$ cat src/rtl/dc_offset_remover.sv
// DC offset remover: estimates the mean of the unsigned ADC stream over
// fixed blocks of 2^BLOCK_LOG2 samples and subtracts the latest completed
// estimate from every subsequent sample. The result is a saturated signed
// output. Output is suppressed until the first block estimate exists.
module dc_offset_remover #(
    parameter int DATA_WIDTH = 12,
    parameter int BLOCK_LOG2 = 10
) (
    input  logic                  clk,
    input  logic                  rst,
    input  logic [DATA_WIDTH-1:0] adc_data,
    input  logic                  adc_valid,
    output logic [DATA_WIDTH-1:0] data_out,
    output logic                  out_valid,
    output logic                  en,
    output logic [DATA_WIDTH-1:0] mean_out,
    output logic                  sat_flag
);

    localparam int SUM_W = DATA_WIDTH + BLOCK_LOG2;

    typedef enum logic {
        ACQ = 1'b0,
        RUN = 1'b1
    } state_t;

    state_t                  state_q;
    logic [BLOCK_LOG2-1:0]   cnt_q;
    logic [SUM_W-1:0]        sum_q;
    logic [DATA_WIDTH-1:0]   mean_q;
    logic [DATA_WIDTH-1:0]   data_q;
    logic                    valid_q;
    logic                    sat_q;

    logic [SUM_W-1:0]        sum_d;
    logic                    block_done;
    logic signed [DATA_WIDTH:0] diff;
    logic                    clamp;
    logic [DATA_WIDTH-1:0]   data_d;

    // Running sum including the current sample, block boundary detect,
    // and the saturated difference against the mean held before this cycle.
    always_comb begin
        sum_d      = sum_q + SUM_W'(adc_data);
        block_done = (cnt_q == '1);
        diff       = $signed({1'b0, adc_data}) - $signed({1'b0, mean_q});
        // The two top bits disagree exactly when diff is outside the
        // DATA_WIDTH-bit signed range.
        clamp      = (diff[DATA_WIDTH] != diff[DATA_WIDTH-1]);
        data_d     = diff[DATA_WIDTH-1:0];
        if (clamp) begin
            data_d = diff[DATA_WIDTH] ? {1'b1, {(DATA_WIDTH-1){1'b0}}}
                                      : {1'b0, {(DATA_WIDTH-1){1'b1}}};
        end
    end

    // Acquisition/run state machine with accumulator, mean and output registers.
    always_ff @(posedge clk) begin
        if (rst) begin
            state_q <= ACQ;
            cnt_q   <= '0;
            sum_q   <= '0;
            mean_q  <= '0;
            data_q  <= '0;
            valid_q <= 1'b0;
            sat_q   <= 1'b0;
        end else begin
            valid_q <= 1'b0;
            if (adc_valid) begin
                cnt_q <= cnt_q + BLOCK_LOG2'(1);
                if (block_done) begin
                    // Floor division by the block length; sum restarts so
                    // the next block begins with the very next sample.
                    mean_q  <= sum_d[SUM_W-1:BLOCK_LOG2];
                    sum_q   <= '0;
                    state_q <= RUN;
                end else begin
                    sum_q <= sum_d;
                end
                if (state_q == RUN) begin
                    data_q  <= data_d;
                    valid_q <= 1'b1;
                    if (clamp) begin
                        sat_q <= 1'b1;
                    end
                end
            end
        end
    end

    assign data_out  = data_q;
    assign out_valid = valid_q;
    assign en        = (state_q == RUN);
    assign mean_out  = mean_q;
    assign sat_flag  = sat_q;

endmodule

$ cat config.mk
export PLATFORM = sky130hd
export DESIGN_NAME = dc_offset_remover
export DESIGN_NICKNAME = d
export VERILOG_FILES = /design/src/rtl/dc_offset_remover.sv
export SDC_FILE = /design/constraint.sdc
export NUM_CORES = 1
export LEC_CHECK = 0
export CELL_PAD_IN_SITES_DETAIL_PLACEMENT = 1
export CELL_PAD_IN_SITES_GLOBAL_PLACEMENT = 2
export CORE_MARGIN = 2
export CORE_UTILIZATION = 36
export DETAILED_ROUTE_END_ITERATION = 8
export GPL_TIMING_DRIVEN = 1
export PLACE_DENSITY = 0.83
export SETUP_SLACK_MARGIN = 0.02
export SYNTH_ARGS = -nofsm -noshare
export SYNTH_HDL_FRONTEND = slang
export SYNTH_SLANG_ARGS = --single-unit
$ cat constraint.sdc
create_clock -name clk -period 6.2 [get_ports clk]
set_input_delay 1.24 -clock clk [delete_from_list [all_inputs] [get_ports clk]]
set_output_delay 1.24 -clock clk [all_outputs]
set_load 0.005 [all_outputs]
Word level (Yosys, flattened, before mapping)
Index checks and enable logic that the tools add are counted.

operators by class
  reductions and logical operators = 4
  multiplexer cells = 4
  equal/unequal tests = 2
  bitwise logic cells = 1
  add/sub/neg operators = 3

operator list
  operator                                                         count
  12-bit 2-to-1 mux                                                2
  22-bit by 12-bit adder with 22-bit output                        1
  22-bit 2-to-1 mux                                                1
  12-bit by 12-bit subtractor with 13-bit output                   1
  10-bit by 1-bit adder with 10-bit output, second input constant  1
  10-bit equality test, second input constant                      1
  2-bit AND reduction                                              2
  3-bit AND reduction                                              1
  2-bit OR reduction                                               1
  1-bit 2-to-1 mux                                                 1
  1-bit inequality test                                            1
  1-bit NOT                                                        1

word-level totals
  output and inout bits = 27
  register bits = 59

Longest topological paths before layout
Gate-level depths: netlist (run 1).

  depth after elaboration = 3
  gate-level depth with buffers = 12
  mapped depth without buffers = 11

Worst setup path after synthesis (run 1)
No wires, ideal clock.

  path type = input to register
  start = input adc_data[0]
  end = register data_q[9] (netlist: data_out[9])
  arrival time = 3.271 ns
  setup time = 0.122 ns
  setup slack = 2.808 ns
  path buffers = 1
  stages = 11
  cell sequence = inv_1 ha_1 inv_1 fa_1 a211oi_1 o21ai_1 a2111oi_1 o31ai_2 buf_2 o21ai_0 a21oi_1

between the ends
  cells in the longest elaborated chain, start to end = 3
  elaborated cells between the ends (all ways) = 4
  classes of those cells = add/sub: 1; eq/ne: 1; mux: 2

ends and longest elaborated chain
  element                                                            RTL line  RTL
  from (decl)                                                        11        input logic [DATA_WIDTH-1:0] adc_data,
  12-bit by 12-bit subtractor with 13-bit output *                   46        diff = $signed({1'b0, adc_data}) - $signed({1'b0, mean_q});
  12-bit 2-to-1 mux / 1-bit inequality test (equally long branches)  52, 49
  12-bit 2-to-1 mux *                                                51        if (clamp) begin
  to (signal assigned)                                               81        data_q <= data_d;
  to (decl)                                                          31        logic [DATA_WIDTH-1:0] data_q;

Mark *: on every way between the ends. The rest lies on a longest branch, timed or not.
A chain may end at the register's enable or synchronous reset.

Final worst setup path (run 1)
  start = input adc_data[0]
  end = register sat_q (netlist: sat_flag)

between the ends
  cells in the longest elaborated chain, start to end = 3

ends and longest elaborated chain
  element                                         RTL line  RTL
  12-bit by 12-bit subtractor with 13-bit output  46
  1-bit inequality test                           49        clamp = (diff[DATA_WIDTH] != diff[DATA_WIDTH-1]);
  3-bit AND reduction (no line)                   n/a
  to (signal assigned)                            66        sat_q <= 1'b0;
  to (signal assigned)                            84        sat_q <= 1'b1;
  to (decl)                                       33        logic sat_q;

No other way between the ends.

==> results_dict.tcl, run 1 <==
set metrics [dict create \
    row_count 37 \
    numCtsBuffers 9 \
    grt_first_pass_wirelength_um 18180 \
    gr-total-overflow 0 \
    fin_worst_hold_slack_ns 0.4627 \
    critical_path_peak_fanout 18 \
    fin_nets 547 \
    power_dens_cells_mw_per_mm2 232.7 \
    yosysMostFrequentCell "sky130_fd_sc_hd__dfxtp_1" \
    timing.fmax_mhz 258.9 \
    worst_path_max_delay_cell "sky130_fd_sc_hd__clkdlybuf4s50_1" \
    pin_count_of_the_biggest_net_entering_global_routing 32 \
    area_growth_syn_to_layout_pct 21.25 \
    synthesis.yosys.warnings 0 \
    rsz0062_at_grt "no" \
    cpMostUsedCell "sky130_fd_sc_hd__inv_1" \
    met3_usage_pct 2.907 \
    post_detailed_route_count_of_antenna_violating_nets 0 \
    worstSkewPairLatency_ns 0.35 \
    vias_per_cell 5.464 \
    yosys-top-cells-area "sky130_fd_sc_hd__dfxtp_1, sky130_fd_sc_hd__ha_1, sky130_fd_sc_hd__a21oi_1" \
    timing.max_cap.violations 0 \
    power.switching_mw 0.3006 \
    timing.critical_path.to_type "flip-flop" \
    drt_wl_total_um 10940 \
    cts.hold.buffers_added 0 \
    worstHoldPathType "flip-flop to flip-flop" \
    globalplace.congestion 0.7994 \
    crit_chain "clkdlybuf4s50_1 > inv_1 > ha_1 > inv_1 > fa_1 > a211oi_1 > o21ai_1 > a2111oi_1 > o31ai_2 > buf_4 > xnor2_1 > a21oi_1 > nor2_1" \
    timing.slew.headroom_pct 46.94 \
    worstPathArrival_ns 4.08 \
    clock_power_share_pct 42.7 \
    crit_end "sat_flag" \
    outcome "complete, no violations" \
    final_core_utilization_pct 44.43 \
    placement.setup.worst_slack_ns 1.789 \
    top_level_ports 42 \
    antenna_cells_inserted 0 \
    cp-startpoint "adc_data[0]" \
    r2r-start "mean_out[0]" \
    gr-usage-all-layers_pct 20.38 \
    grt_use_met1_pct 26.43 \
    detailed_route_wire_length_per_cell_um 16.93 \
    post-route-min-period_ns 3.863 \
    worst_ir_drop_vdd_uv 158.4 \
    number_of_enable_type_register_cells_in_the_synthesized_netlist 0 \
    postSynthRegisterBits 59 \
    power_leakage_nw 1.592 \
    path_clk_slew_ns 0.08 \
    vias 3530 \
    floorplan.initialDensity_pct 36.65 \
    timing.reg2reg.worst_path_depth 11 \
    synth_largest_area_cell "sky130_fd_sc_hd__dfxtp_1" \
    fraction_of_final_layout_cells_with_drive_strength_greater_than_1_pct 7.451 \
    timing.critical_path.from_type "input port" \
    dieArea_mm2 0.01120 \
    drt_iter0_drc 90 \
    synthDominantCellAreaShare_pct 31.65 \
    seq_power_share_pct 38.3 \
    syn_inst 467 \
    clock_tree.root_cell "sky130_fd_sc_hd__clkbuf_8" \
    antenna_violations_before_repair 0 \
    ctsResizeCount 0 \
    r2r_slack_ns 3.35 \
    cts.htree.levels 3 \
    fin_ws_ns 2.337 \
    switching_power_share_of_the_total_pct 28.54 \
    place.detailed.hpwl_um 8105 \
    synthesis.area_per_instance_um2 7.992 \
    postCtsSetupRepairBufs 0 \
    timing.clock.skew_ns 0.01150 \
    first_global_vias 3579 \
    cp.required_ns 6.42 \
    yosysSeqAreaShare_pct 31.65 \
    synth.cell_area_mm2 0.003732 \
    power.internal_mw 0.7527 \
    syn-num-nets 509 \
    grtUsageMet2_pct 34.93 \
    setup_viol 0 \
    synth_commonest_cells "sky130_fd_sc_hd__dfxtp_1, sky130_fd_sc_hd__a21oi_1, sky130_fd_sc_hd__nor2_1, sky130_fd_sc_hd__o21ai_0, sky130_fd_sc_hd__nand2_1" \
    combPwrFrac_pct 19.0 \
    io_buffer_count 41 \
    asyncSetResetFlopFracSynth_pct 0 \
    stdcell_area_mm2 0.004526 \
    post-route-period-util_pct 62.30 \
    synth_cell_types 63 \
    stage_delay_of_the_slowest_cell_on_the_critical_path_ns 0.43 \
    grt.busiest_layer "met2" \
    final_hold_viol_count 0 \
    yosys_most_used_dff "sky130_fd_sc_hd__dfxtp_1" \
    die_y_um 105.8 \
    layout.cells.non_filler 646 \
    post-place-cells 630 \
    rr_endpoint "sat_flag" \
    maximum_buffer_depth_of_the_clock_tree 2 \
    clock_tree_from_tritoncts "done" \
    drcViolationCount 0 \
    detailedRoute.firstPassIterationCount 4 \
    setup.worst_path.class "input port to flip-flop" \
    max_transition_viols_final 0 \
    die_width_um 105.8 \
    finalSetupTns_ns 0 \
    core_area_mm2 0.01018 \
    clock_sink_total 59 \
    dpl_cell_area_mm2 0.004270 \
    worst_slew_pin_slew_ns 0.7929 \
    finalPower_mw 1.053 \
]
logic make-up after synthesis:
kind of cell,after synthesis,synth area share (%)
buf+inv,51,5.464
xor+xnor,28,6.571
fa+ha+maj,30,10.26
compound gates,147,25.48
simple gates,150,20.05
mux,2,0.5364
flops,59,31.65
per-layer routing:
layer	up-vias	routed length, µm	share of wire (%)
li1	1767	-	-
met1	1701	5128	47
met2	50	5291	48
met3	12	366	3.3
met4	0	152	1.4
met5	-	0	0
critical path: cells and delay by family:
family	cells	cell delay, ns
AOI/OAI and AO/OA	5	1.26
xor gates and xnor gates	1	0.14
buffers and inverters	4	0.79
adders and majority gates	2	0.59
and+or+nand+nor	1	0.05
state kept, by name, indices dropped and copies added (netlist names):
name,flops
mean_out,12
data_out,12
sat_flag,1
sum_q,22
en,1
cnt_q,10
out_valid,1
cell type report:
type,instances,area [µm²]
inverter,31,116.4
timing repair buffer,47,455.4
clock buffer,10,137.6
tap,136,170.2
sequential,59,1181
clock inverter,6,112.6
multi-input combinational,357,2352
fill,1240,5659
worst min-delay path by stage:
stage	endpoint	cells after the start	slack, ns	start
floorplan	sum_q[10]	2	0.43	sum_q[10]
CTS	sum_q[0]	2	0.47	sum_q[0]
detailed placement	sum_q[0]	2	0.46	sum_q[0]
finish	sum_q[0]	2	0.46	sum_q[0]
global placement	sum_q[0]	2	0.45	sum_q[0]
global route	sum_q[0]	2	0.50	sum_q[0]
placed cells by master, fill, tap and decap left out, types with 3 or more instances in the layout:
cell and count:
sky130_fd_sc_hd__a311oi_1 5, sky130_fd_sc_hd__and3_1 6, sky130_fd_sc_hd__a21oi_1 51, sky130_fd_sc_hd__buf_4 6
sky130_fd_sc_hd__nand3_1 16, sky130_fd_sc_hd__ha_1 25, sky130_fd_sc_hd__o21bai_1 3, sky130_fd_sc_hd__nor3_1 11
sky130_fd_sc_hd__a21o_1 3, sky130_fd_sc_hd__nand2b_1 3, sky130_fd_sc_hd__clkdlybuf4s50_1 41, sky130_fd_sc_hd__xnor2_1 14
sky130_fd_sc_hd__a31oi_1 5, sky130_fd_sc_hd__bufinv_16 3, sky130_fd_sc_hd__o2111ai_1 6, sky130_fd_sc_hd__a211oi_1 4
sky130_fd_sc_hd__and2_1 7, sky130_fd_sc_hd__nand2_1 34, sky130_fd_sc_hd__inv_1 29, sky130_fd_sc_hd__nand3b_1 3
sky130_fd_sc_hd__o211ai_1 5, sky130_fd_sc_hd__maj3_1 3, sky130_fd_sc_hd__nor2_1 37, sky130_fd_sc_hd__nand4_1 9
sky130_fd_sc_hd__xor2_1 14, sky130_fd_sc_hd__or3_1 10, sky130_fd_sc_hd__o21ai_0 37, sky130_fd_sc_hd__nor2b_1 3
sky130_fd_sc_hd__dfxtp_1 59, sky130_fd_sc_hd__o21a_1 3, sky130_fd_sc_hd__clkbuf_8 10, sky130_fd_sc_hd__o311ai_0 5
power groups by stage:
stage               registers (mW)  logic [mW]  clock network [mW]
global route                 0.405       0.224               0.476
floorplan                    0.406       0.149                   0
CTS                          0.403       0.200               0.459
detailed placement           0.412       0.199                   0
global placement             0.411       0.194                   0
finish                       0.403       0.200               0.450
No activity file was read; power rests on OpenSTA's default activity.
==> inputs of run 2 (changes only) <==
--- a/config.mk
+++ b/config.mk
@@ -8,10 +8,10 @@
 export CELL_PAD_IN_SITES_DETAIL_PLACEMENT = 1
 export CELL_PAD_IN_SITES_GLOBAL_PLACEMENT = 2
 export CORE_MARGIN = 2
-export CORE_UTILIZATION = 36
+export CORE_UTILIZATION = 30
 export DETAILED_ROUTE_END_ITERATION = 8
 export GPL_TIMING_DRIVEN = 1
-export PLACE_DENSITY = 0.83
+export PLACE_DENSITY = 0.74
 export SETUP_SLACK_MARGIN = 0.02
 export SYNTH_ARGS = -nofsm -noshare
 export SYNTH_HDL_FRONTEND = slang
==> constraint.sdc (replaced) <==
create_clock -name clk -period 3.5 [get_ports clk]
set_input_delay 0.7 -clock clk [delete_from_list [all_inputs] [get_ports clk]]
set_output_delay 0.7 -clock clk [all_outputs]
set_load 0.005 [all_outputs]
==> run 2 against run 1 <==
Final cell count is 8.8% higher. Register-to-register slack worse by 2.6 ns. Critical endpoint is now data_out[2]. Worst hold slack worse by 0.0044 ns. Core utilization is 4.5 points lower.
==> results_dict.tcl, run 2 (synthesis results as in run 1) <==
set metrics [dict create \
    outcome "complete, no violations" \
    first_global_vias 3812 \
    hold-path-endpoint "sum_q[0]" \
    timing.critical_path.to_type "flip-flop" \
    timing.clock.skew_ns 0.007511 \
    worstPathArrival_ns 3.50 \
    clock_tree_from_tritoncts "done" \
    post-route-period-util_pct 93.35 \
    maximum_buffer_depth_of_the_clock_tree 2 \
    detailedRoute.firstPassIterationCount 4 \
    postCtsSetupRepairBufs 0 \
    antenna_violations_before_repair 0 \
    max_transition_viols_final 0 \
    place.detailed.hpwl_um 8743 \
    core_area_mm2 0.01206 \
    final_hold_viol_count 0 \
    gr-total-overflow 0 \
    r2r-start "mean_out[0]" \
    die_y_um 115.5 \
    power.switching_mw 0.5841 \
    seq_power_share_pct 34.9 \
    critical_path_peak_fanout 16 \
    vias 3736 \
    area_growth_syn_to_layout_pct 29.03 \
    vias_per_cell 5.314 \
    rsz0062_at_grt "no" \
    worstHoldPathType "flip-flop to flip-flop" \
    multiInputGateArea_mm2 0.002352 \
    rr_endpoint "data_out[2]" \
    power.internal_mw 1.466 \
    clock_sink_total 59 \
    gr-usage-all-layers_pct 19.05 \
    power_dens_cells_mw_per_mm2 425.6 \
    post_detailed_route_count_of_antenna_violating_nets 0 \
    r2r_slack_ns 0.73 \
    switching_power_share_of_the_total_pct 28.50 \
    final_cell_mix "sky130_fd_sc_hd__dfxtp_1, sky130_fd_sc_hd__a21oi_1, sky130_fd_sc_hd__clkdlybuf4s50_1" \
    grt_first_pass_wirelength_um 19380 \
    floorplan.initialDensity_pct 30.94 \
    combPwrFrac_pct 19.8 \
    clock_tree.root_cell "sky130_fd_sc_hd__clkbuf_16" \
    top_level_ports 42 \
    pin_count_of_the_biggest_net_entering_global_routing 50 \
    detailed_route_wire_length_per_cell_um 16.83 \
    numCtsBuffers 9 \
    timing.fmax_mhz 306.1 \
    antenna_cells_inserted 0 \
    largest_register_ff_count 22 \
    cts.hold.buffers_added 0 \
    post-route-min-period_ns 3.267 \
    path_clk_slew_ns 0.05 \
    globalplace.congestion 0.8384 \
    min_delay_path_depth 2 \
    setup_viol 0 \
    finalSetupTns_ns 0 \
    setup.worst_path.class "input port to flip-flop" \
    timing.reg2reg.worst_path_depth 10 \
    min-delay-start "sum_q[0]" \
    io_buffer_count 41 \
    fin_nets 572 \
    final-seq-area_mm2 0.001181 \
    fraction_of_final_layout_cells_with_drive_strength_greater_than_1_pct 11.78 \
    largest_register "sum_q" \
    cts.htree.levels 3 \
    worst_slew_pin_slew_ns 0.7212 \
    die_width_um 115.5 \
    timing.slew.headroom_pct 51.86 \
    drt_wl_total_um 11830 \
    drt_iter0_drc 104 \
    worstSkewPairLatency_ns 0.35 \
    dieArea_mm2 0.01335 \
    clock_power_share_pct 45.3 \
    drcViolationCount 0 \
    timing.critical_path.from_type "input port" \
    cp.required_ns 3.73 \
    num-fill-cells 1463 \
    power_leakage_nw 1.743 \
    worst_ir_drop_vdd_uv 230.8 \
    layout.cells.most_common "sky130_fd_sc_hd__dfxtp_1" \
    timing.max_cap.violations 0 \
    final_core_utilization_pct 39.93 \
    row_count 40 \
]
-- run 2: cell count changes in the layout (fill, tap and decap cells not counted), moves of 2 or more --
cell	previous run	this run
sky130_fd_sc_hd__bufinv_16	3	1
sky130_fd_sc_hd__buf_4	6	30
sky130_fd_sc_hd__clkbuf_8	10	2
sky130_fd_sc_hd__clkbuf_16	0	9
-- run 2: repair_timing --
action                                  CTS  global route
endpoints found under the setup margin    0             1
gates resized for setup                   0             1
endpoints found under the hold margin     0             0
-- run 2: worst max path at each step --
stage,start,end,slack [ns],depth (start not counted)
after floorplan,adc_data[0],data_out[9],0.65,11
after global placement,adc_data[0],data_out[2],-0.12,12
after detailed placement,adc_data[0],data_out[2],-0.15,12
after CTS,adc_data[0],data_out[2],0.21,12
after global routing,adc_data[0],data_out[8],0.06,12
final,adc_data[0],data_out[2],0.23,12
-- run 2: layer usage --
metal,vias to the layer above,routed length (µm),track usage (%)
met2,64,5607,30.80
met3,18,441,4.603
li1,1820,-,-
met4,0,301,7.550
met5,-,0,0
met1,1834,5482,24.49
-- run 2: through the flow --
step           total power, mW  hold slack, ns  instance area, µm²  cells  setup WS (ns)
2_1_floorplan           0.9838          0.4291                3732    467         0.6478
3_3_place_gp             1.123          0.4503                4506    687        -0.1153
3_5_place_dp             1.131          0.4582                4506    687        -0.1455
4_1_cts                  2.067          0.4679                4811    703         0.2123
5_1_grt                  2.145          0.4996                4816    703        0.06182
6_report                 2.050          0.4583                4816    703         0.2327
-- run 2: cell type report --
class	instances	area share, %
clock inverters	4	1.013
inverters	31	2.416
multi-input cells	357	48.84
repair buffers	72	13.51
well taps	168	4.365
clock buffers	12	5.326
flip-flops and latches	59	24.53
-- run 2: power by group through the flow --
| stage | clock (mW) | sequential, mW | combinational, mW |
|---|---|---|---|
| after floorplan | 0 | 0.719 | 0.265 |
| after global placement | 0 | 0.729 | 0.395 |
| after detailed placement | 0 | 0.730 | 0.402 |
| after CTS | 0.946 | 0.716 | 0.406 |
| after global routing | 0.974 | 0.718 | 0.453 |
| final | 0.928 | 0.716 | 0.406 |
-- run 2: worst max-delay path: stages --
cell                              delay, ns
sky130_fd_sc_hd__clkdlybuf4s50_1       0.43
sky130_fd_sc_hd__inv_1                 0.07
sky130_fd_sc_hd__ha_1                  0.17
sky130_fd_sc_hd__inv_1                 0.06
sky130_fd_sc_hd__fa_1                  0.39
sky130_fd_sc_hd__a211oi_1              0.31
sky130_fd_sc_hd__o21ai_1               0.17
sky130_fd_sc_hd__a2111oi_1             0.45
sky130_fd_sc_hd__o31ai_2               0.25
sky130_fd_sc_hd__buf_12                0.21
sky130_fd_sc_hd__o21ai_0               0.18
sky130_fd_sc_hd__a21oi_1               0.09
==> inputs of run 3 (changes only) <==
--- a/config.mk
+++ b/config.mk
@@ -11,8 +11,10 @@
 export CORE_UTILIZATION = 30
 export DETAILED_ROUTE_END_ITERATION = 8
 export GPL_TIMING_DRIVEN = 1
+export HOLD_SLACK_MARGIN = 0.05
 export PLACE_DENSITY = 0.74
 export SETUP_SLACK_MARGIN = 0.02
+export SLEW_MARGIN = 20
 export SYNTH_ARGS = -nofsm -noshare
 export SYNTH_HDL_FRONTEND = slang
 export SYNTH_SLANG_ARGS = --single-unit
==> results of run 3 <==
Final layout, timing and power as in run 2 (identical DEF).
